--- config.mk ---
export PLATFORM = sky130hd
export DESIGN_NAME = nyq_out_buffer
export DESIGN_NICKNAME = d
export VERILOG_FILES = /design/src/rtl/nyq_out_buffer.sv
export SDC_FILE = /design/constraint.sdc
export NUM_CORES = 1
export LEC_CHECK = 0
export CORE_MARGIN = 2
export CORE_UTILIZATION = 62
export CTS_CLUSTER_DIAMETER = 40
export DETAILED_ROUTE_END_ITERATION = 8
export GPL_ROUTABILITY_DRIVEN = 0
export PLACE_DENSITY_LB_ADDON = 0.08
export SYNTH_ARGS = -nofsm -noshare
export SYNTH_HDL_FRONTEND = slang
export SYNTH_SLANG_ARGS = --single-unit
--- constraint.sdc ---
create_clock -name Clk_CI -period 7.1 [get_ports Clk_CI]
set_input_delay 1.065 -clock Clk_CI [delete_from_list [all_inputs] [get_ports Clk_CI]]
set_output_delay 1.065 -clock Clk_CI [all_outputs]
set_load 0.02 [all_outputs]
--- src/rtl/nyq_out_buffer.sv ---
// nyq_out_buffer: captures decimated samples from the Nyquist filter, applies
// a saturating Q(GAIN_FRAC) gain and queues the results in a show-ahead FIFO
// drained over a valid/ready handshake.
// Build option: define NYQBUF_GAIN_EN to include the gain multiplier and the
// addr-0 GAIN register; without it samples pass through the stage unchanged.
module nyq_out_buffer #(
    parameter int ADDR_WIDTH = 9,
    parameter int MEM_WIDTH  = 32,
    parameter int DATA_WIDTH = 24,
    parameter int GAIN_WIDTH = 16,
    parameter int GAIN_FRAC  = 14,
    parameter int DEPTH_LOG2 = 3
) (
    input  logic                  Clk_CI,
    input  logic                  Rst_RBI,
    input  logic                  WrEn_SI,
    input  logic [ADDR_WIDTH-1:0] Addr_DI,
    input  logic [MEM_WIDTH-1:0]  PAR_In_DI,
    input  logic [DATA_WIDTH-1:0] In_DI,
    input  logic                  InValid_SI,
    output logic [DATA_WIDTH-1:0] Out_DO,
    output logic                  OutValid_SO,
    input  logic                  OutReady_SI,
    output logic [DEPTH_LOG2:0]   Level_DO,
    output logic                  Ovf_SO
);

    localparam int DEPTH = 1 << DEPTH_LOG2;
    localparam logic [DEPTH_LOG2:0] LEVEL_FULL = DEPTH[DEPTH_LOG2:0];

    logic                  flush;
    logic [DATA_WIDTH-1:0] stage_next;
    logic [DATA_WIDTH-1:0] stage_data;
    logic                  stage_valid;

    logic [DATA_WIDTH-1:0] mem [DEPTH];
    logic [DEPTH_LOG2-1:0] wr_ptr;
    logic [DEPTH_LOG2-1:0] rd_ptr;
    logic [DEPTH_LOG2:0]   level;
    logic                  ovf;
    logic                  full;
    logic                  pop;
    logic                  push;

    assign flush = WrEn_SI && (Addr_DI == ADDR_WIDTH'(1)) && PAR_In_DI[0];

`ifdef NYQBUF_GAIN_EN
    localparam int PW = DATA_WIDTH + GAIN_WIDTH;
    localparam logic [GAIN_WIDTH-1:0] GAIN_UNITY = GAIN_WIDTH'(1 << GAIN_FRAC);

    logic [GAIN_WIDTH-1:0] gain;
    logic [PW-1:0]         product;
    logic [PW-1:0]         shifted;
    logic [PW-DATA_WIDTH:0] head_bits;
    logic                  unused_par;

    assign unused_par = ^PAR_In_DI[MEM_WIDTH-1:GAIN_WIDTH];

    // Product of sign-extended operands equals the exact signed product mod 2^PW
    always_comb begin
        product = {{GAIN_WIDTH{In_DI[DATA_WIDTH-1]}}, In_DI}
                * {{DATA_WIDTH{gain[GAIN_WIDTH-1]}}, gain};
        shifted   = $signed(product) >>> GAIN_FRAC;
        head_bits = shifted[PW-1:DATA_WIDTH-1];
        if ((head_bits == '0) || (head_bits == '1)) begin
            stage_next = shifted[DATA_WIDTH-1:0];
        end else if (shifted[PW-1]) begin
            stage_next = {1'b1, {(DATA_WIDTH-1){1'b0}}};
        end else begin
            stage_next = {1'b0, {(DATA_WIDTH-1){1'b1}}};
        end
    end

    // GAIN register; survives flush, restored to unity on reset
    always_ff @(posedge Clk_CI or negedge Rst_RBI) begin
        if (!Rst_RBI) begin
            gain <= GAIN_UNITY;
        end else if (WrEn_SI && (Addr_DI == '0)) begin
            gain <= PAR_In_DI[GAIN_WIDTH-1:0];
        end
    end
`else
    logic unused_par;

    assign unused_par = ^{PAR_In_DI[MEM_WIDTH-1:1], GAIN_WIDTH[0], GAIN_FRAC[0]};

    // Pass-through stage input
    always_comb begin
        stage_next = In_DI;
    end
`endif

    // Single-register scaling stage; flush drops both the held and incoming sample
    always_ff @(posedge Clk_CI or negedge Rst_RBI) begin
        if (!Rst_RBI) begin
            stage_valid <= 1'b0;
            stage_data  <= '0;
        end else if (flush) begin
            stage_valid <= 1'b0;
        end else begin
            stage_valid <= InValid_SI;
            if (InValid_SI) begin
                stage_data <= stage_next;
            end
        end
    end

    assign full = (level == LEVEL_FULL);
    assign pop  = (level != '0) && OutReady_SI;
    // A pop frees the slot the push uses, so full+push+pop still accepts
    assign push = stage_valid && (!full || pop);

    // FIFO storage, pointers, occupancy and sticky overflow
    always_ff @(posedge Clk_CI or negedge Rst_RBI) begin
        if (!Rst_RBI) begin
            for (int unsigned i = 0; i < DEPTH; i++) begin
                mem[i] <= '0;
            end
            wr_ptr <= '0;
            rd_ptr <= '0;
            level  <= '0;
            ovf    <= 1'b0;
        end else if (flush) begin
            wr_ptr <= '0;
            rd_ptr <= '0;
            level  <= '0;
            ovf    <= 1'b0;
        end else begin
            if (push) begin
                mem[wr_ptr] <= stage_data;
                wr_ptr      <= wr_ptr + DEPTH_LOG2'(1);
            end
            if (pop) begin
                rd_ptr <= rd_ptr + DEPTH_LOG2'(1);
            end
            case ({push, pop})
                2'b10:   level <= level + (DEPTH_LOG2 + 1)'(1);
                2'b01:   level <= level - (DEPTH_LOG2 + 1)'(1);
                default: level <= level;
            endcase
            if (stage_valid && full && !pop) begin
                ovf <= 1'b1;
            end
        end
    end

    assign Out_DO      = mem[rd_ptr];
    assign OutValid_SO = (level != '0);
    assign Level_DO    = level;
    assign Ovf_SO      = ovf;

endmodule

# [Word level (Yosys, flattened, before mapping)]
# Index checks and enable logic that the tools add are counted.
[word_totals] output_inout_bits=30 elab_cells=60 input_bits=70 regBits=228
[op_classes] magnitude_cmp=3 add_sub_neg=4 n_eq_ne=4 n_bitwise=3 n_reduce_logical=17 n_mux=15
[ops] operator="$bwmux 192" n=1
[ops] operator="$bmux 24 s3" n=1
[ops] operator="$demux 24 s3" n=1
[ops] operator="$mux 24" n=3
[ops] operator="$mux 3" n=4
[ops] operator="$eq 9x1->1 const B" n=1
[ops] operator="$ge 4x4->1 const B" n=2
[ops] operator="$not 3->4" n=2
[ops] operator="$pmux 4 s2" n=1
[ops] operator="$logic_and 1x1->1" n=7
[ops] operator="$add 3x1->3 const B" n=2
[ops] operator="$reduce_bool 2->1" n=3
[ops] operator="$add 4x1->4 const B" n=1
[ops] operator="$eq 4x4->1 const B" n=1
[ops] operator="$lt 4x1->1 const B" n=1
[ops] operator="$mux 4" n=1
[ops] operator="$reduce_and 2->1" n=2
[ops] operator="$reduce_bool 4->1" n=1
[ops] operator="$sub 4x1->4 const B" n=1
[ops] operator="$mux 1" n=3
[ops] operator="$reduce_bool 3->1" n=1
[ops] operator="$eq 2x1->1 const B" n=1
[ops] operator="$eq 2x2->1 const B" n=1
[ops] operator="$logic_not 1->1" n=2
[ops] operator="2 further kinds" n=2

# [Depth between registers and ports, before layout]
# Gate-level depths: netlist of the first run.
[depth] depth_word=7 ltp_mapped=10

# [Least setup slack after synthesis of the first run]
# No wires, ideal clock.
[synth_timing] kind="reg-to-output" from="register rd_ptr[0]" to="output Out_DO[14]" path_buffers=3 t_arrival_ps=1928 slack_ps=4107 stages_incl_launch_ff=6 path_cell_list="dfrtp_1 > clkbuf_1 > buf_2 > buf_2 > mux4_2 > mux2_2"
[synth_between] elab_chain_cells=4
[synth_lines] item="start: declaration" line_no="38" source="logic [DEPTH_LOG2-1:0] rd_ptr;"
[synth_lines] item="start signal: assignment" line_no="134" source="rd_ptr <= rd_ptr + DEPTH_LOG2'(1);"
[synth_lines] item="$not 3->4 (implied by the code)" line_no="147" source="assign Out_DO = mem[rd_ptr];"
[synth_lines] item="$bmux 24 s3" line_no="147"
[synth_lines] item="$mux 24 (implied by the code) (2 in a row)" line_no="147"
[synth_lines] item="end: declaration" line_no="21" source="output logic [DATA_WIDTH-1:0] Out_DO,"
# No other way between the ends. The select of a mux whose other input is x is not followed.

# [Worst setup path in the final report of the first run]
[layout_timing] from="register rd_ptr[0]" to="output Out_DO[4]"
# The elaborated chain is that of the path after synthesis.

==> reports/summary.json, run 1 <==
{
  "outcome": "complete, no violations",
  "placedCellCount": 891,
  "fin_tns_setup_ns": 0,
  "slew_headroom": 0.292,
  "timing.critical_path.slowest_cell_delay_ns": 1.12,
  "power_report.internal_total_mw": 4.57,
  "cts_post_setup_buffers_inserted": 0,
  "synth_largest_area_cell": "sky130_fd_sc_hd__dfrtp_1",
  "ys_seq_area_frac": 0.544,
  "clockBufferDepth": 3,
  "die_area_sq_um": 18000,
  "fillCellCount": 1011,
  "cp_max_fo": 50,
  "diodes": 0,
  "synthTopCellsByArea": "sky130_fd_sc_hd__dfrtp_1 (54%), sky130_fd_sc_hd__mux2_2 (21%), sky130_fd_sc_hd__mux4_2 (10%), sky130_fd_sc_hd__mux2_4 (5.7%), sky130_fd_sc_hd__buf_12 (0.76%)",
  "ys.warnings.count": 0,
  "critical_path.cell_chain": "mux4_2 > mux2_2 > clkdlybuf4s50_1",
  "grt_start_max_net_pins": 83,
  "groute.usage.overall": 0.255,
  "cellPowerDensity_nw_per_um2": 527,
  "timing_hold_violations_final": 0,
  "cp_data_arrival_time_ns": 3.09,
  "vdd_ir_drop_max_mv": 0.409,
  "pre_cts_slack_ns": 3.22,
  "final_layout_size_suffix_gt1_frac": 0.495,
  "remaining_drc_errors": 0,
  "worst_hold_slack_ns": 0.499,
  "maxSlewViolCount": 0,
  "critical_path_sink_type": "output pin",
  "synth_cells": 633,
  "initial_core_util": 0.633,
  "switching_share": 0.302,
  "grt_setup_unrepaired": "false",
  "via_per_inst": 6.03,
  "switch_pwr_mw": 1.98,
  "dieWidth_um": 134,
  "stdcell_area_sq_um": 12400,
  "grt_antenna_before_repair": 0,
  "min-delay-start": "mem[143]",
  "num-nets-final": 781,
  "comb_power_share": 0.376,
  "crit_family": "flip-flops",
  "post-route-worst-setup-slack_ns": 2.94,
  "critPathRequiredTime_ns": 6.03,
  "max_clock_freq_mhz": 240,
  "post_dp_cell_area_sq_um": 11300,
  "worst_setup_sp_type": "flop",
  "cts.reportedPaths.clkPinSlew_ns": 0.05,
  "route.antenna.remaining_nets": 0,
  "drv.max_cap_violation_count": 0,
  "synth_area_per_cell_sq_um": 16.6,
  "cts.htree.levels": 2,
  "detail_route.first_pass.iterations": 4,
  "wl_um": 21500,
  "cts_tree": "done",
  "post_route_clock_skew_ns": 0.0127,
  "synth_fp_nets": 707,
  "core.rowCount": 47,
  "worstSetupStartpoint": "rd_ptr[0]",
  "period_minus_slack_ns": 4.16,
  "overflow_after_grt": 0,
  "die_h_um": 134,
  "num_io_pins": 100,
  "wl_per_cell_um": 22.6,
  "detail_route.iter0.violations": 278,
  "worst_skew_pair.late_latency_ns": 0.49,
  "final_cell_count_no_fill": 950,
  "type_of_the_setup_path_with_the_least_slack": "flop to output pin",
  "worst-slew-pin-transition_ns": 1.06,
  "detailed_place_hpwl_um": 12000,
  "synth.top_cell.area_share": 0.544,
  "clock-sinks": 228,
  "grt_pass1_wl_um": 35500,
  "timing.rr.start": "Level_DO[1]",
  "setup_viol_count_final": 0,
  "number_of_global_route_vias_before_repair": 6357,
  "power_frac_clock": 0.258,
  "post_cts_hold_buffer_count": 0,
  "area.growth.synth_to_final_pct": 18.3,
  "ys_types": 46,
  "share_of_power_burned_in_registers": 0.366,
  "synthesis.area_sq_um": 10500,
  "postCtsResizedCells": 0,
  "p_leak_nw": 5.32,
  "tot_pwr_mw": 6.54,
  "final_min_period_over_clock_period": 0.586,
  "clock_tree.root_cell": "sky130_fd_sc_hd__clkbuf_16",
  "yosys_register_bits": 228,
  "cts_inserted_buffers": 34,
  "core_sq_um": 16600,
  "hp-class": "flop to flop",
  "crit_slowest_cell": "sky130_fd_sc_hd__dfrtp_4",
  "crit_buf_inv": 1,
  "final_util": 0.748,
  "port_buffers": 68,
  "routed-via-count": 5732
}
layer usage:
| layer | up-vias | GRT usage | wire length (um) |
|---|---|---|---|
| met5 | - | 0 | 0 |
| met2 | 100 | 0.431 | 10800 |
| met3 | 37 | 0.0363 | 666 |
| met1 | 3069 | 0.355 | 9540 |
| met4 | 0 | 0.0673 | 418 |
| li1 | 2526 | - | - |
layout by cell type (no fill, tap or decap), types with 6 or more instances in the layout:
cell | Yosys | layout
sky130_fd_sc_hd__mux2_4 | 40 | 40
sky130_fd_sc_hd__dfrtp_1 | 228 | 225
sky130_fd_sc_hd__buf_4 | 1 | 10
sky130_fd_sc_hd__nor2_1 | 6 | 6
sky130_fd_sc_hd__mux2_2 | 200 | 200
sky130_fd_sc_hd__clkbuf_1 | 9 | 9
sky130_fd_sc_hd__nand2_1 | 7 | 7
sky130_fd_sc_hd__clkdlybuf4s50_1 | 0 | 67
sky130_fd_sc_hd__mux4_2 | 48 | 48
sky130_fd_sc_hd__clkbuf_16 | 0 | 35
cells in the mapped netlist, drive strengths merged:
cell type  count
nor3b          1
or2b           2
o211ai         2
nand3          5
inv            2
or4            2
dfrtp        228
a22oi          1
nor4b          6
or3            2
mux2         240
mux2i          1
xor2           3
nor3           3
clkbuf        10
nor2b          3
a21oi          5
and3           1
a31oi          2
and2           1
o21ai          4
a21boi         2
o22ai          1
buf           30
nand4          1
nand2          7
mux4          48
nor2           6
and3b          1
ha             4
nor4           2
a22o           1
xnor2          2
nand2b         3
nand4b         1
worst paths after layout:
kind | slack, ns | cells past startpoint | endpoint
max in group asynchronous | 5.01 | 2 | rd_ptr[0]
min reg2reg | 0.50 | 1 | mem[143]
max reg2reg | 4.34 | 9 | Level_DO[3]
min in group asynchronous | 0.56 | 1 | Ovf_SO
max | 2.94 | 3 | Out_DO[4]
min | 0.50 | 1 | mem[143]
kinds of logic after synthesis:
group | after synthesis | synth area share
AOI/OAI and AO/OA | 18 | 0.0116
and+or+nand+nor | 47 | 0.0330
adders and majority gates | 4 | 0.00477
DFF | 228 | 0.544
muxes | 289 | 0.376
xor gates and xnor gates | 5 | 0.00417
buffers and inverters | 42 | 0.0272
flip-flops by register name, indices dropped and copies added (netlist names):
signal and flops:
Level_DO 4, Ovf_SO 1, mem 192, rd_ptr 3
stage_data 24, stage_valid 1, wr_ptr 3
worst register-to-register path, stage by stage (launching register included):
cell	delay, ns
sky130_fd_sc_hd__dfrtp_1	0.47
sky130_fd_sc_hd__nor4_1	0.60
sky130_fd_sc_hd__inv_1	0.24
sky130_fd_sc_hd__nand2_1	0.22
sky130_fd_sc_hd__inv_1	0.13
sky130_fd_sc_hd__ha_1	0.33
sky130_fd_sc_hd__a31oi_1	0.19
sky130_fd_sc_hd__a21oi_1	0.06
sky130_fd_sc_hd__o22ai_1	0.23
sky130_fd_sc_hd__mux2i_1	0.21
layout make-up:
type                    count  area (sq um)  area share
flip-flops and latches    228          5710       0.460
well taps                 220           275      0.0222
clock inverters            13           206      0.0166
multi-input cells         363          4510       0.364
repair buffers             78           759      0.0612
inverters                   2          7.51    0.000605
clock buffers              46           937      0.0755
power groups by stage:
| stage | sequential (mW) | combinational [mW] | clock (mW) |
|---|---|---|---|
| after floorplan | 2.15 | 1.94 | 0 |
| after global placement | 2.35 | 2.40 | 0 |
| after detailed placement | 2.42 | 2.46 | 0 |
| after CTS | 2.41 | 2.49 | 1.71 |
| after global routing | 2.49 | 2.61 | 1.77 |
| final | 2.40 | 2.46 | 1.69 |
Power figures use the tool's default switching activity.
==> inputs of run 2 (changes only) <==
Settings changed: CORE_UTILIZATION 62 to 52.
Clock period 7.1 ns to 3.5 ns, I/O delays scaled along.
==> reports/summary.json, run 2 (synthesis results as in run 1) <==
{
  "via_per_inst": {"value": 5.72, "change": "was 6.03"},
  "dieWidth": {"value": 146, "unit": "um", "change": "was 134 um"},
  "period_minus_slack_ns": 3.18,
  "fillCellCount": {"value": 1444, "change": "was 1011"},
  "setup_viol_count_final": {"value": 0, "change": "unchanged"},
  "hp-class": {"value": "input pin to asynchronous set/reset pin", "change": "was flop to flop"},
  "layout_common_cells": {"value": "sky130_fd_sc_hd__dfrtp_1 (226), sky130_fd_sc_hd__mux2_2 (200), sky130_fd_sc_hd__clkdlybuf4s50_1 (67)", "change": "was sky130_fd_sc_hd__dfrtp_1 (225), sky130_fd_sc_hd__mux2_2 (200), sky130_fd_sc_hd__clkdlybuf4s50_1 (67)"},
  "die_h": {"value": 146, "unit": "um", "change": "was 134 um"},
  "ff_to_ff_setup_slack": {"value": 0.68, "unit": "ns", "change": "was 4.34 ns"},
  "grt_pass1_wl": {"value": 36200, "unit": "um", "change": "was 35500 um"},
  "multi_input_comb_area": {"value": 4510, "unit": "sq um", "change": "unchanged"},
  "post-route-worst-setup-slack": {"value": 0.318, "unit": "ns", "change": "was 2.94 ns"},
  "grt_setup_unrepaired": {"value": "false", "change": "unchanged"},
  "remaining_drc_errors": {"value": 0, "change": "unchanged"},
  "clock-sinks": {"value": 228, "change": "unchanged"},
  "detail_route.first_pass.iterations": {"value": 4, "change": "unchanged"},
  "cts_tree": {"value": "done", "change": "unchanged"},
  "outcome": {"value": "complete, no violations", "change": "unchanged"},
  "cts_post_setup_buffers_inserted": {"value": 0, "change": "unchanged"},
  "area.sequential": {"value": 5710, "unit": "sq um", "change": "about the same"},
  "largest_register_ff_count": {"value": 192, "change": "unchanged"},
  "cts.reportedPaths.clkPinSlew": {"value": 0.05, "unit": "ns", "change": "about the same"},
  "initial_core_util": {"value": 0.534, "change": "was 0.633"},
  "worst-slew-pin-transition": {"value": 0.895, "unit": "ns", "change": "was 1.06 ns"},
  "drv.max_cap_violation_count": {"value": 0, "change": "unchanged"},
  "worst_setup_sp_type": {"value": "flop", "change": "unchanged"},
  "grt_antenna_before_repair": {"value": 0, "change": "unchanged"},
  "final_min_period_over_clock_period": 0.909,
  "groute.usage.overall": {"value": 0.216, "change": "was 0.255"},
  "area.growth.synth_to_final": {"value": 20.4, "unit": "%", "change": "was 18.3%"},
  "fin_tns_setup": {"value": 0, "unit": "ns", "change": "unchanged"},
  "cp_max_fo": {"value": 34, "change": "was 50"},
  "maxSlewViolCount": {"value": 0, "change": "unchanged"},
  "cts_inserted_buffers": {"value": 36, "change": "was 34"},
  "port_buffers": {"value": 68, "change": "unchanged"},
  "p_leak": {"value": 5.41, "unit": "nW", "change": "was 5.32 nW"},
  "largest_register": {"value": "mem", "change": "unchanged"},
  "worst_skew_pair.late_latency": {"value": 0.51, "unit": "ns", "change": "was 0.49 ns"},
  "number_of_global_route_vias_before_repair": {"value": 6431, "change": "was 6357"},
  "num-nets-final": {"value": 796, "change": "was 781"},
  "grt_start_max_net_pins": {"value": 102, "change": "was 83"},
  "final_layout_size_suffix_gt1_frac": {"value": 0.512, "change": "was 0.495"},
  "vdd_ir_drop_max": {"value": 0.534, "unit": "mV", "change": "was 0.409 mV"},
  "timing_hold_violations_final": {"value": 0, "change": "unchanged"},
  "pre_cts_slack": {"value": 0.486, "unit": "ns", "change": "was 3.22 ns"},
  "clockBufferDepth": {"value": 3, "change": "unchanged"},
  "critPathRequiredTime": {"value": 2.97, "unit": "ns", "change": "was 6.03 ns"},
  "routed-via-count": {"value": 5771, "change": "was 5732"},
  "postCtsResizedCells": {"value": 0, "change": "unchanged"},
  "cts.htree.levels": {"value": 2, "change": "unchanged"},
  "wl_per_cell": {"value": 21.9, "unit": "um", "change": "was 22.6 um"},
  "critical_path_sink_type": {"value": "output pin", "change": "unchanged"},
  "core.rowCount": {"value": 51, "change": "was 47"},
  "slew_headroom": {"value": 0.403, "change": "was 0.292"},
  "detailed_place_hpwl": {"value": 13200, "unit": "um", "change": "was 12000 um"},
  "overflow_after_grt": {"value": 0, "change": "unchanged"},
  "num_io_pins": {"value": 100, "change": "unchanged"},
  "final_util": {"value": 0.643, "change": "was 0.748"},
  "post_cts_hold_buffer_count": {"value": 0, "change": "unchanged"},
  "cellPowerDensity": {"value": 1060, "unit": "nW/um^2", "change": "was 527 nW/um^2"},
  "route.antenna.remaining_nets": {"value": 0, "change": "unchanged"},
  "detail_route.iter0.violations": {"value": 327, "change": "was 278"},
  "wl": {"value": 22100, "unit": "um", "change": "was 21500 um"},
  "type_of_the_setup_path_with_the_least_slack": {"value": "flop to output pin", "change": "unchanged"},
  "post_route_clock_skew": {"value": 0.0236, "unit": "ns", "change": "was 0.0127 ns"},
  "die_area": {"value": 21300, "unit": "sq um", "change": "was 18000 sq um"},
  "most_common_library_cell_in_the_layout_ignoring_fill_and_taps": {"value": "sky130_fd_sc_hd__dfrtp_1", "change": "unchanged"},
  "core": {"value": 19700, "unit": "sq um", "change": "was 16600 sq um"},
  "diodes": {"value": 0, "change": "unchanged"},
  "cp_data_arrival_time": {"value": 2.66, "unit": "ns", "change": "was 3.09 ns"},
  "max_clock_freq_mhz": 314,
  "clock_tree.root_cell": {"value": "sky130_fd_sc_hd__clkbuf_16", "change": "unchanged"}
}
==> run 2: worst paths after layout <==
kind	from	to	cells after the start
min in group Clk_CI	mem[120]	mem[120]	1
max in group asynchronous	Rst_RBI	mem[124]	2
min reg2reg	mem[120]	mem[120]	1
max reg2reg	Level_DO[1]	Level_DO[3]	9
min	Rst_RBI	mem[43]	1
max	rd_ptr[0]	Out_DO[17]	4
==> run 2: routing by layer <==
layer	part of all wire	up-vias	track usage
met5	0	-	0
met4	0.021	0	0.0738
met3	0.035	40	0.0394
met2	0.49	101	0.350
met1	0.46	3077	0.298
li1	-	2553	-
==> run 2: cell type report <==
type | count | share of cell area
clock inverter | 18 | 0.0159
sequential | 228 | 0.452
multi-input combinational | 363 | 0.357
timing repair buffer | 91 | 0.0718
inverter | 2 | 0.000594
clock buffer | 42 | 0.0762
tap | 265 | 0.0262
==> run 2: metrics by stage <==
stage	cell area, sq um	instances	hold slack (ns)	power (mW)
5_1_grt	12600	1009	0.182	14.1
3_5_place_dp	11500	949	0.487	10.0
3_3_place_gp	11500	949	0.482	9.80
2_1_floorplan	10500	633	0.229	8.31
4_1_cts	12600	1009	0.147	13.5
6_report	12600	1009	0.119	13.4
==> run 2: power breakdown <==
part           switching (mW)  total, mW  internal, mW
clock network            1.23       3.41          2.19
registers               0.732       4.60          3.87
logic                    2.13       5.36          3.24
total                    4.09       13.4          9.29
==> run 2: critical path: stages, from the launching register on <==
cell	delay, ns
sky130_fd_sc_hd__dfrtp_4	0.44
sky130_fd_sc_hd__buf_12	0.30
sky130_fd_sc_hd__mux4_2	0.54
sky130_fd_sc_hd__mux2_2	0.30
sky130_fd_sc_hd__clkdlybuf4s50_1	0.55
